File: config.mk
export PLATFORM = sky130hd
export DESIGN_NAME = ex_muldiv_unit
export DESIGN_NICKNAME = d
export VERILOG_FILES = /design/src/rtl/ex_muldiv_unit_pkg.sv /design/src/rtl/ex_muldiv_unit_step.sv /design/src/rtl/ex_muldiv_unit.sv
export SDC_FILE = /design/constraint.sdc
export NUM_CORES = 1
export LEC_CHECK = 0
export CORE_ASPECT_RATIO = 0.9
export CORE_MARGIN = 2
export CORE_UTILIZATION = 45
export DETAILED_ROUTE_END_ITERATION = 7
export GPL_TIMING_DRIVEN = 0
export HOLD_SLACK_MARGIN = 0.05
export PLACE_DENSITY = 0.72
export SYNTH_ARGS = -nofsm -noshare
export SYNTH_HDL_FRONTEND = slang
export SYNTH_HIERARCHICAL = 1
export SYNTH_SLANG_ARGS = --single-unit
File: constraint.sdc
create_clock -name i_clk -period 3.9 [get_ports i_clk]
set_input_delay 0.585 -clock i_clk [delete_from_list [all_inputs] [get_ports i_clk]]
set_output_delay 0.585 -clock i_clk [all_outputs]
set_load 0.1 [all_outputs]
File: src/rtl/ex_muldiv_unit_pkg.sv
// ex_muldiv_unit_pkg: shared op codes, FSM state encoding and default width
// for the EX-stage multiply/divide unit.
package ex_muldiv_unit_pkg;
    localparam int DEFAULT_EX_MULDIV_BUS_SIZE = 32;
    localparam logic [2:0] EX_MULDIV_OP_MULT  = 3'd0;
    localparam logic [2:0] EX_MULDIV_OP_MULTU = 3'd1;
    localparam logic [2:0] EX_MULDIV_OP_DIV   = 3'd2;
    localparam logic [2:0] EX_MULDIV_OP_DIVU  = 3'd3;
    localparam logic [2:0] EX_MULDIV_OP_MTHI  = 3'd4;
    localparam logic [2:0] EX_MULDIV_OP_MTLO  = 3'd5;
    typedef enum logic [1:0] {IDLE = 2'd0, CALC = 2'd1, FIX = 2'd2} state_e;
endpackage

File: src/rtl/ex_muldiv_unit_step.sv
// muldiv_step: one combinational radix-2 shift-add (mode=1) or restoring
// divide (mode=0) iteration over the {acc, opnd} working pair.
module muldiv_step #(
    parameter int BUS_SIZE = 32
) (
    input  logic                mode,
    input  logic [BUS_SIZE-1:0] acc,
    input  logic [BUS_SIZE-1:0] opnd,
    input  logic [BUS_SIZE-1:0] addend,
    output logic [BUS_SIZE-1:0] acc_next,
    output logic [BUS_SIZE-1:0] opnd_next
);
    logic [BUS_SIZE:0] sum, rem_sh, diff;
    logic              ge;
    assign sum    = {1'b0, acc} + (opnd[0] ? {1'b0, addend} : '0);
    assign rem_sh = {acc, opnd[BUS_SIZE-1]};
    assign diff   = rem_sh - {1'b0, addend};
    // remainder stays below the divisor, so bit BUS_SIZE of diff is the borrow
    assign ge     = !diff[BUS_SIZE];
    assign acc_next  = mode ? sum[BUS_SIZE:1] : (ge ? diff[BUS_SIZE-1:0] : rem_sh[BUS_SIZE-1:0]);
    assign opnd_next = mode ? {sum[0], opnd[BUS_SIZE-1:1]} : {opnd[BUS_SIZE-2:0], ge};
endmodule

File: src/rtl/ex_muldiv_unit.sv
// ex_muldiv_unit: sequential MULT/MULTU/DIV/DIVU/MTHI/MTLO unit owning HI/LO.
// Define EX_MULDIV_FAST_MUL_EN for a single-cycle multiplier (divides stay iterative).
module ex_muldiv_unit
    import ex_muldiv_unit_pkg::*;
#(
    parameter int BUS_SIZE = DEFAULT_EX_MULDIV_BUS_SIZE
) (
    input  logic                i_clk,
    input  logic                i_reset,
    input  logic                i_start,
    input  logic [2:0]          i_op,
    input  logic [BUS_SIZE-1:0] i_data_a,
    input  logic [BUS_SIZE-1:0] i_data_b,
    input  logic                i_hilo_read,
    input  logic                i_flush,
    output logic                o_busy,
    output logic                o_stall,
    output logic                o_done,
    output logic                o_div_by_zero,
    output logic [BUS_SIZE-1:0] o_hi,
    output logic [BUS_SIZE-1:0] o_lo
);
    localparam int CW = $clog2(BUS_SIZE);
    localparam logic [CW-1:0] LAST = CW'(BUS_SIZE - 1);
    state_e                state;
    logic [CW-1:0]         cnt;
    logic [BUS_SIZE-1:0]   acc, opnd, addend, acc_n, opnd_n, mag_a, mag_b, quot, rem;
    logic [2*BUS_SIZE-1:0] prod_raw, prod;
    logic                  is_mul, neg_q, neg_r, dz, signed_op, sa, sb;
    assign signed_op = !i_op[0];
    assign sa = signed_op & i_data_a[BUS_SIZE-1];
    assign sb = signed_op & i_data_b[BUS_SIZE-1];
    assign mag_a = sa ? -i_data_a : i_data_a;
    assign mag_b = sb ? -i_data_b : i_data_b;
    assign o_busy  = state != IDLE;
    assign o_stall = o_busy & (i_start | i_hilo_read);
    muldiv_step #(.BUS_SIZE(BUS_SIZE)) u_step (
        .mode(is_mul), .acc(acc), .opnd(opnd), .addend(addend),
        .acc_next(acc_n), .opnd_next(opnd_n)
    );
`ifdef EX_MULDIV_FAST_MUL_EN
    localparam bit FAST_MUL = 1'b1;
    assign prod_raw = {{BUS_SIZE{1'b0}}, opnd} * {{BUS_SIZE{1'b0}}, addend};
`else
    localparam bit FAST_MUL = 1'b0;
    assign prod_raw = {acc, opnd};
`endif
    assign prod = neg_q ? -prod_raw : prod_raw;
    // divide by zero leaves the dividend in acc; LO is forced to all ones
    assign quot = dz ? '1 : (neg_q ? -opnd : opnd);
    assign rem  = neg_r ? -acc : acc;
    always_ff @(posedge i_clk) begin
        if (i_reset) begin
            state <= IDLE;
            cnt <= '0;
            acc <= '0;
            opnd <= '0;
            addend <= '0;
            is_mul <= 1'b0;
            neg_q <= 1'b0;
            neg_r <= 1'b0;
            dz <= 1'b0;
            o_hi <= '0;
            o_lo <= '0;
            o_done <= 1'b0;
            o_div_by_zero <= 1'b0;
        end else begin
            o_done <= 1'b0;
            o_div_by_zero <= 1'b0;
            case (state)
                IDLE: if (i_start && !i_flush) begin
                    if (!i_op[2]) begin
                        acc <= '0;
                        opnd <= i_op[1] ? mag_a : mag_b;
                        addend <= i_op[1] ? mag_b : mag_a;
                        is_mul <= !i_op[1];
                        neg_q <= sa ^ sb;
                        neg_r <= sa;
                        dz <= i_op[1] && i_data_b == '0;
                        cnt <= '0;
                        state <= (FAST_MUL && !i_op[1]) ? FIX : CALC;
                    end else if (i_op == EX_MULDIV_OP_MTHI) begin
                        o_hi <= i_data_a;
                    end else if (i_op == EX_MULDIV_OP_MTLO) begin
                        o_lo <= i_data_a;
                    end
                end
                CALC: if (i_flush) begin
                    state <= IDLE;
                end else begin
                    acc <= acc_n;
                    opnd <= opnd_n;
                    cnt <= cnt + 1'b1;
                    state <= (cnt == LAST) ? FIX : CALC;
                end
                FIX: begin
                    state <= IDLE;
                    if (!i_flush) begin
                        o_hi <= is_mul ? prod[2*BUS_SIZE-1:BUS_SIZE] : rem;
                        o_lo <= is_mul ? prod[BUS_SIZE-1:0] : quot;
                        o_done <= 1'b1;
                        o_div_by_zero <= dz;
                    end
                end
                default: state <= IDLE;
            endcase
        end
    end
endmodule
# Yosys cells after proc, flatten, opt, wreduce, memory -nomap -nowiden
# Index checks and enable logic that the tools add are counted.
# totals
inputBits	72
reg_bits	173
# classes
n_bitwise	7
muxes	43
eq_ne	13
addsub	8
n_reduce_logical	18
# ops
op	count
32-bit 2-to-1 mux	28
32-bit case mux with 2 select lines	4
32-bit negation	4
64-bit 2-to-1 mux	1
64-bit negation	1
32-bit by 33-bit adder with 33-bit output	1
33-bit by 32-bit subtractor with 33-bit output	1
32-bit logical NOT	1
2-bit != test, second input constant	8
5-bit 2-to-1 mux	3
5-bit case mux with 2 select lines	1
2-bit 2-to-1 mux	4
3-bit equality test, second input constant	2
6-bit AND reduction	1
2-bit nonzero test	3
5-bit by 1-bit adder with 5-bit output, second input constant	1
5-bit equality test, second input constant	1
5-bit AND reduction	1
1-bit logical NOT	4
2-bit case mux with 2 select lines	1
4-bit AND reduction	1
1-bit bitwise AND	3
3-bit AND reduction	1
3-bit OR reduction	1
other kinds (10)	12

# Longest topological paths before layout
# Gate-level depths: netlist of run 1.
# logic_depth
ltp_word	7
ltp_mapped	15

# By module
# Netlist of run 1, hierarchy kept.
# by_module_without_submodules
mod	instances	area_each_um2	seq_area_each_um2	cells_per_inst
ex_muldiv_unit	1	10896.7	3463.3	1440
muldiv_step	1	4747.1	0.0	653

# Worst setup path before layout of run 1
# Ideal clock, no wire load.
# synth_path
path_kind	flip-flop to flip-flop
start	reg opnd[0]
end	reg acc[31]
setup_slack_ps	482
setup_time_ps	132
path_buffers	1
arrival_time_ps	3285
path_stages_with_launch	16
cell_sequence	dfxtp_1 -> clkbuf_1 -> and2_1 -> ha_1 -> fa_1 -> a211oi_1 -> nor2_1 -> o21ai_0 -> a31oi_1 -> a31oi_1 -> o22ai_1 -> a221o_1 -> a21oi_1 -> a22oi_1 -> nand3_1 -> a21oi_1
# synth_via
elab_chain_len	5
# synth_rtl
item	line	source
from (decl)	ex_muldiv_unit.sv:27	logic [BUS_SIZE-1:0] acc, opnd, addend, acc_n, opnd_n, mag_a, mag_b, quot, rem;
from (signal assigned)	ex_muldiv_unit.sv:74	opnd <= i_op[1] ? mag_a : mag_b;
from (signal assigned)	ex_muldiv_unit.sv:92	opnd <= opnd_n;
32-bit 2-to-1 mux	ex_muldiv_unit_step.sv:15	assign sum = {1'b0, acc} + (opnd[0] ? {1'b0, addend} : '0);
32-bit by 33-bit adder with 33-bit output	ex_muldiv_unit_step.sv:15	
32-bit 2-to-1 mux	ex_muldiv_unit_step.sv:20	assign acc_next = mode ? sum[BUS_SIZE:1] : (ge ? diff[BUS_SIZE-1:0] : rem_sh[BUS_SIZE-1:0]);
named net acc_n[31]	ex_muldiv_unit.sv:27	
32-bit 2-to-1 mux	ex_muldiv_unit.sv:88	CALC: if (i_flush) begin
32-bit case mux with 2 select lines	ex_muldiv_unit.sv:70	case (state)
to (signal assigned)	ex_muldiv_unit.sv:91	acc <= acc_n;
to (decl)	ex_muldiv_unit.sv:27	
# The timed path passes the listed nets, and every way through them passes these cells. The select of a mux whose other input is x is not followed.
# A chain may end at the register's enable or synchronous reset.

# Worst setup path after layout of run 1
# Ends and elaborated chain as after synthesis.

==> flow_summary.yaml, run 1 <==
run_status:
  status: "finished, final reports clean"
pwr:
  clkPwrFrac_pct: 33.0
  seq_power_share_pct: 33.9
  leakage_uw: 0.006706
  swShare_pct: 37.03
  p_per_area_nw_per_um2: 308.3
  comb_power_share_pct: 33.1
  p_total_uw: 5645
  p_int_uw: 3555
  p_switching_uw: 2091
  peakVddDrop_mv: 0.2772
sta:
  max_freq_ghz: 0.2595
  worst_slew_pin_slew_ns: 1.225
  setup_viol: 0
  final_hold_viol_count: 0
  grt_setup_unrepaired: "no"
  drv_slew: 0
  clock_skew_ns: 0.01286
  relSlewSlack_pct: 17.60
  period_share_pct: 98.79
  timing.hold.ws_ns: 0.4548
  finalCriticalPeriod_ns: 3.853
  setup_tns_ns: 0
die:
  std_cell_rows: 64
  io_pins: 140
  initial_core_util_pct: 45.86
  die_x_um: 200.5
  coreArea_um2: 34110
  die-area_um2: 36270
  dieHeight_um: 180.9
worst_setup_path:
  crit_path_end_kind: "flop"
  critPathMaxFanout: 12
  setup.worst_path.start: "opnd[0]$_SDFFE_PP0P_"
  cp-start-kind: "flop"
  rr_worst_depth: 15
  worstPathArrival_ns: 4.16
  reg2reg_from: "opnd[0]$_SDFFE_PP0P_"
  worstSetupPathType: "flop to flop"
  crit_required_ns: 4.21
logic_synthesis:
  ys_seq_area_share_pct: 22.14
  syn_area_per_cell_um2: 7.474
  yosysMostFrequentCell: "nand2_1"
  synth_top_cells_by_count: "222 x nand2_1, 197 x a21oi_1, 173 x dfxtp_1, 150 x nor2_1, 121 x clkbuf_1"
  synth_cell_type_count: 99
  synthCells: 2093
  synth_top_area_share_pct: 22.14
  ys_ff_latch: 173
  synthesis.area_um2: 15640
  netlist_top_cells_area: "dfxtp_1 22%, a21oi_1 6.3%, xnor2_1 6.2%"
  yosysTopAreaCell: "dfxtp_1"
  yosysWarnings: 6
  synth_edf_count: 0
  async_reset_ff_share_pct: 0
  synthesis.nets: 2237
  synth_flop_cell: "dfxtp_1"
placement:
  port-buffer-count: 135
  globalplace.congestion: 1.073
  place_area_um2: 17580
  placed_cells: 2690
  dp_hpwl_um: 55430
clock_network:
  insertion_delay_ns: 0.46
  clock_sinks: 173
  cts_buffers: 17
  cts-root-buf: "clkbuf_16"
  tritoncts: "done"
  htreeDepth: 4
  cts_hold_buf: 0
  clockBufferDepth: 2
  clkTransAtPathRegs_ns: 0.07
global_route:
  antenna_found_initial: 1
  grtUsageTotal_pct: 36.94
  grt_pass1_wl_um: 102700
  grt_max_degree: 17
  grt_overflow_total: 0
  grt_pass1_vias: 16170
layout:
  antennaDiodeCount: 0
  multiInputGateArea_um2: 11410
  area_growth_pct: 17.06
  seqCellArea_um2: 3473
  layoutNonFillerInstCount: 2726
  drive_gt1_share_pct: 6.449
  fillers: 3444
  finalNetCount: 2395
  final_area_um2: 18310
detailed_routing:
  ant_nets: 0
  wl_per_cell_um: 25.50
  drtIter0Drc: 2393
  routed-via-count: 17930
  drcViolationCount: 0
  drtPass1Iterations: 8
  routed_wirelength_um: 69520
  viasPerCell: 6.576
min_path:
  hp-class: "flop to flop"
  worstHoldStart: "o_lo[9]$_SDFFE_PP0P_"
  holdPathStages: 2
flow_run:
  drv_cap: 0
-- power groups by stage --
| stage | combinational, uW | sequential (uW) | clock (uW) |
|---|---|---|---|
| finish | 1870 | 1920 | 1860 |
| CTS | 1800 | 1910 | 1840 |
| global route | 1970 | 1920 | 1920 |
| floorplan | 1150 | 1980 | 0 |
| detailed placement | 1780 | 1950 | 0 |
| global placement | 1760 | 1950 | 0 |
-- cells in the final DEF (no fill, tap or decap), types with 14 or more instances in the layout --
cell type,count
xnor2_1,110
nor2_1,150
nand3_1,83
o31ai_1,20
nor4_1,38
or4_1,17
clkbuf_16,17
nand2b_1,18
a211oi_1,32
mux2_2,36
nand4_1,16
a21o_1,33
inv_1,71
and3_1,20
o41ai_1,22
and2_1,39
clkdlybuf4s50_1,135
mux2i_1,50
nor3_1,49
a22oi_1,14
a31oi_1,33
ha_1,70
clkbuf_1,120
o221ai_1,32
nand2_1,222
o211ai_1,21
dfxtp_1,169
o21ai_0,87
or3_1,30
a21oi_1,196
o21ai_1,14
xor2_1,51
-- final cells by class --
type / count / area share [%]
Clock inverter: 12 / 0.8746
Buffer: 142 / 3.191
Sequential cell: 173 / 18.97
Tap cell: 462 / 3.157
Inverter: 72 / 1.476
Multi-Input combinational cell: 1706 / 62.30
Clock buffer: 20 / 2.494
Timing Repair Buffer: 139 / 7.543
-- worst max-delay path, cell delays in order (launching register included) --
cell and delay [ns]:
dfxtp_4 0.42, clkbuf_2 0.24, and2_1 0.19, ha_1 0.23, fa_1 0.45, a211oi_1 0.26
nor2_1 0.14, o21ai_2 0.34, a31oi_4 0.21, a31oi_4 0.28, o22ai_1 0.17, a221o_1 0.33
a21oi_1 0.16, a22oi_1 0.09, nand3_1 0.12, a21oi_1 0.07
-- repair_timing --
| action | 4_1_cts | 5_1_grt |
|---|---|---|
| setup endpoints to repair | 26 | 12 |
| setup buffers | 3 | 1 |
| resized for setup | 9 | 13 |
| pin swaps | 3 | 5 |
| cloned | 0 | 0 |
-- cell families after synthesis --
group	Yosys count	share of synthesized area, %
AO/OA/AOI/OAI	647	27.83
multiplexers	87	5.863
flip-flops	173	22.14
buffers and inverters	214	5.447
adder cells (fa/ha/maj)	72	5.855
AND/OR/NAND/NOR	737	23.58
XOR/XNOR	163	9.294
-- layer usage --
| layer | global-route usage (%) | vias to the layer above | part of all wire [%] |
|---|---|---|---|
| met5 | 0 | - | 0.022 |
| met4 | 15.70 | 2 | 4.7 |
| met3 | 8.225 | 190 | 12 |
| met2 | 54.89 | 1213 | 41 |
| met1 | 51.28 | 8424 | 42 |
| li1 | - | 8097 | - |
-- through the flow --
| step | setup slack (ns) | util [%] |
|---|---|---|
| 6_report | 0.04711 | 53.68 |
| 3_5_place_dp | -0.7582 | 51.53 |
| 2_1_floorplan | 0.4824 | - |
| 4_1_cts | 0.001262 | 53.49 |
| 3_3_place_gp | -0.6984 | 51.51 |
| 5_1_grt | 0.01919 | 53.68 |
-- state kept, by name, summed over array words and instances (netlist names) --
| signal | count |
|---|---|
| o_lo | 32 |
| neg_q | 1 |
| o_done | 1 |
| is_mul | 1 |
| opnd | 32 |
| dz | 1 |
| addend | 32 |
| o_hi | 32 |
| state | 2 |
| o_div_by_zero | 1 |
| neg_r | 1 |
| cnt | 5 |
| acc | 32 |
-- worst paths after layout --
kind,endpoint,slack (ns)
max,acc[31]$_SDFFE_PP0P_,0.05
min,o_lo[9]$_SDFFE_PP0P_,0.45
max reg2reg,acc[31]$_SDFFE_PP0P_,0.05
min reg2reg,o_lo[9]$_SDFFE_PP0P_,0.45
(Power assumes the default switching activity.)
==> run 2: changes to the inputs <==
- CTS_BUF_LIST: unset -> sky130_fd_sc_hd__clkbuf_4 sky130_fd_sc_hd__clkbuf_8
==> run 2 against run 1 <==
- die area stayed put
- global-route usage about the same
- largest power group unchanged
- critical path type unchanged
- via count grew 0.46%
==> flow_summary.yaml, run 2 (synthesis results as in run 1) <==
run_status:
  status: "finished, final reports clean"
placement:
  port-buffer-count: 135
  globalplace.congestion: 1.073
  dp_hpwl_um: 55430
  place_area_um2: 17580
  pre_cts_ws_ns: -0.7582
pwr:
  clkPwrFrac_pct: 27.5
  swShare_pct: 38.91
  seq_power_share_pct: 36.7
  p_total_uw: 5214
  peakVddDrop_mv: 0.2214
  p_switching_uw: 2029
  p_per_area_nw_per_um2: 287.6
  p_int_uw: 3185
  comb_power_share_pct: 35.8
  leakage_uw: 0.006623
sta:
  drv_slew: 0
  finalCriticalPeriod_ns: 3.806
  max_freq_ghz: 0.2627
  relSlewSlack_pct: 15.74
  period_share_pct: 97.60
  clock_skew_ns: 0.02626
  grt_setup_unrepaired: "no"
  final_hold_viol_count: 0
  setup_viol: 0
  worst_slew_pin_slew_ns: 1.252
  worst_slack_ns: 0.09370
  setup_tns_ns: 0
worst_setup_path:
  cp_num_buf_inv: 1
  crit_required_ns: 4.27
  path_delay_family: "compound AO/OA/AOI/OAI gates"
  reg2reg_from: "opnd[0]$_SDFFE_PP0P_"
  worstSetupPathType: "flop to flop"
  worstPathCellList: "clkbuf_2, and2_1, ha_1, fa_1, a211oi_1, nor2_1, o21ai_2, a31oi_4, a31oi_4, o22ai_1, a221o_1, a21oi_1, a22oi_1, nand3_1, a21oi_1"
  cp-start-kind: "flop"
  setup.worst_path.start: "opnd[0]$_SDFFE_PP0P_"
  critPathSlowestCell: "fa_1"
  cp_slowest_stage_delay_ns: 0.45
  crit_path_end: "acc[31]$_SDFFE_PP0P_"
  cp.depth: 15
  worstPathArrival_ns: 4.17
  crit_path_end_kind: "flop"
  rr_worst_depth: 15
  critPathMaxFanout: 12
  regToRegSetupSlack_ns: 0.09
  rr_endpoint: "acc[31]$_SDFFE_PP0P_"
global_route:
  grt_pass1_vias: 16170
  grt_pass1_wl_um: 102400
  grtUsageTotal_pct: 36.92
  grt_max_degree: 17
  antenna_found_initial: 1
  grt_overflow_total: 0
die:
  io_pins: 140
  dieHeight_um: 180.9
  std_cell_rows: 64
  die_x_um: 200.5
  initial_core_util_pct: 45.86
  coreArea_um2: 34110
  die-area_um2: 36270
clock_network:
  cts-root-buf: "clkbuf_8"
  clockBufferDepth: 2
  clock_sinks: 173
  clkTransAtPathRegs_ns: 0.10
  cts_buffers: 17
  tritoncts: "done"
  cts_hold_buf: 0
  insertion_delay_ns: 0.52
  htreeDepth: 4
min_path:
  hp-class: "flop to flop"
  holdPathStages: 2
layout:
  final_cell_mix: "222 x nand2_1, 196 x a21oi_1, 169 x dfxtp_1, 150 x nor2_1, 135 x clkdlybuf4s50_1"
  drive_gt1_share_pct: 6.493
  fin_util_pct: 53.15
  mostFrequentLayoutCell: "nand2_1"
  finalNetCount: 2395
  final_area_um2: 18130
  area_growth_pct: 15.89
detailed_routing:
  drtIter0Drc: 2251
  wl_per_cell_um: 25.42
  routed_wirelength_um: 69310
  routed-via-count: 18010
  drcViolationCount: 0
  drtPass1Iterations: 5
  viasPerCell: 6.604
  ant_nets: 0
flow_run:
  drv_cap: 0
run 2: per-stage QoR:
| step | instances | hold slack (ns) |
|---|---|---|
| floorplan | 2093 | 0.4266 |
| global placement | 2690 | 0.4450 |
| detailed placement | 2690 | 0.4469 |
| CTS | 2725 | 0.4601 |
| global route | 2726 | 0.4808 |
| finish | 2727 | 0.4576 |
run 2: layout make-up:
type	count	area, um^2
antenna	1	2.502
buffer	142	584.3
clock buffer	20	269.0
clock inverter	12	160.2
fill	3462	15980
inverter	72	270.3
multi-input combinational	1706	11410
sequential	173	3476
tap	462	578.1
timing repair buffer	139	1381
run 2: routing by layer:
layer,up-vias,GRT usage [%],routed length [um]
met5,-,0,12
met4,2,15.53,3197
met3,201,7.630,8449
met2,1237,54.97,28580
met1,8478,51.57,29070
li1,8091,-,-
run 2: power by group through the flow:
stage          clock (uW)  combinational [uW]  sequential [uW]
3_3_place_gp            0                1760             1950
4_1_cts              1430                1800             1910
2_1_floorplan           0                1150             1980
5_1_grt              1490                1970             1920
6_report             1430                1870             1920
3_5_place_dp            0                1780             1950
run 2: worst reg2reg max path: stages (launching register included):
cell,delay (ns)
dfxtp_4,0.43
clkbuf_2,0.23
and2_1,0.18
ha_1,0.23
fa_1,0.45
a211oi_1,0.26
nor2_1,0.13
o21ai_2,0.32
a31oi_4,0.20
a31oi_4,0.28
o22ai_1,0.17
a221o_1,0.34
a21oi_1,0.15
a22oi_1,0.09
nand3_1,0.12
a21oi_1,0.07
run 2: how the worst min path moves through the flow:
stage                              endpoint                     from
floorplan           addend[17]$_SDFFE_PP0P_  addend[17]$_SDFFE_PP0P_
global placement       o_lo[8]$_SDFFE_PP0P_     o_lo[8]$_SDFFE_PP0P_
detailed placement     o_lo[8]$_SDFFE_PP0P_     o_lo[8]$_SDFFE_PP0P_
CTS                    o_lo[9]$_SDFFE_PP0P_     o_lo[9]$_SDFFE_PP0P_
global route          o_lo[13]$_SDFFE_PP0P_    o_lo[13]$_SDFFE_PP0P_
finish                 o_lo[3]$_SDFFE_PP0P_     o_lo[3]$_SDFFE_PP0P_
run 2: repair_timing:
action / CTS / global route
setup buffers: 3 / 1
resized for setup: 10 / 12
endpoints found under the setup margin: 26 / 10
pin swaps: 3 / 4
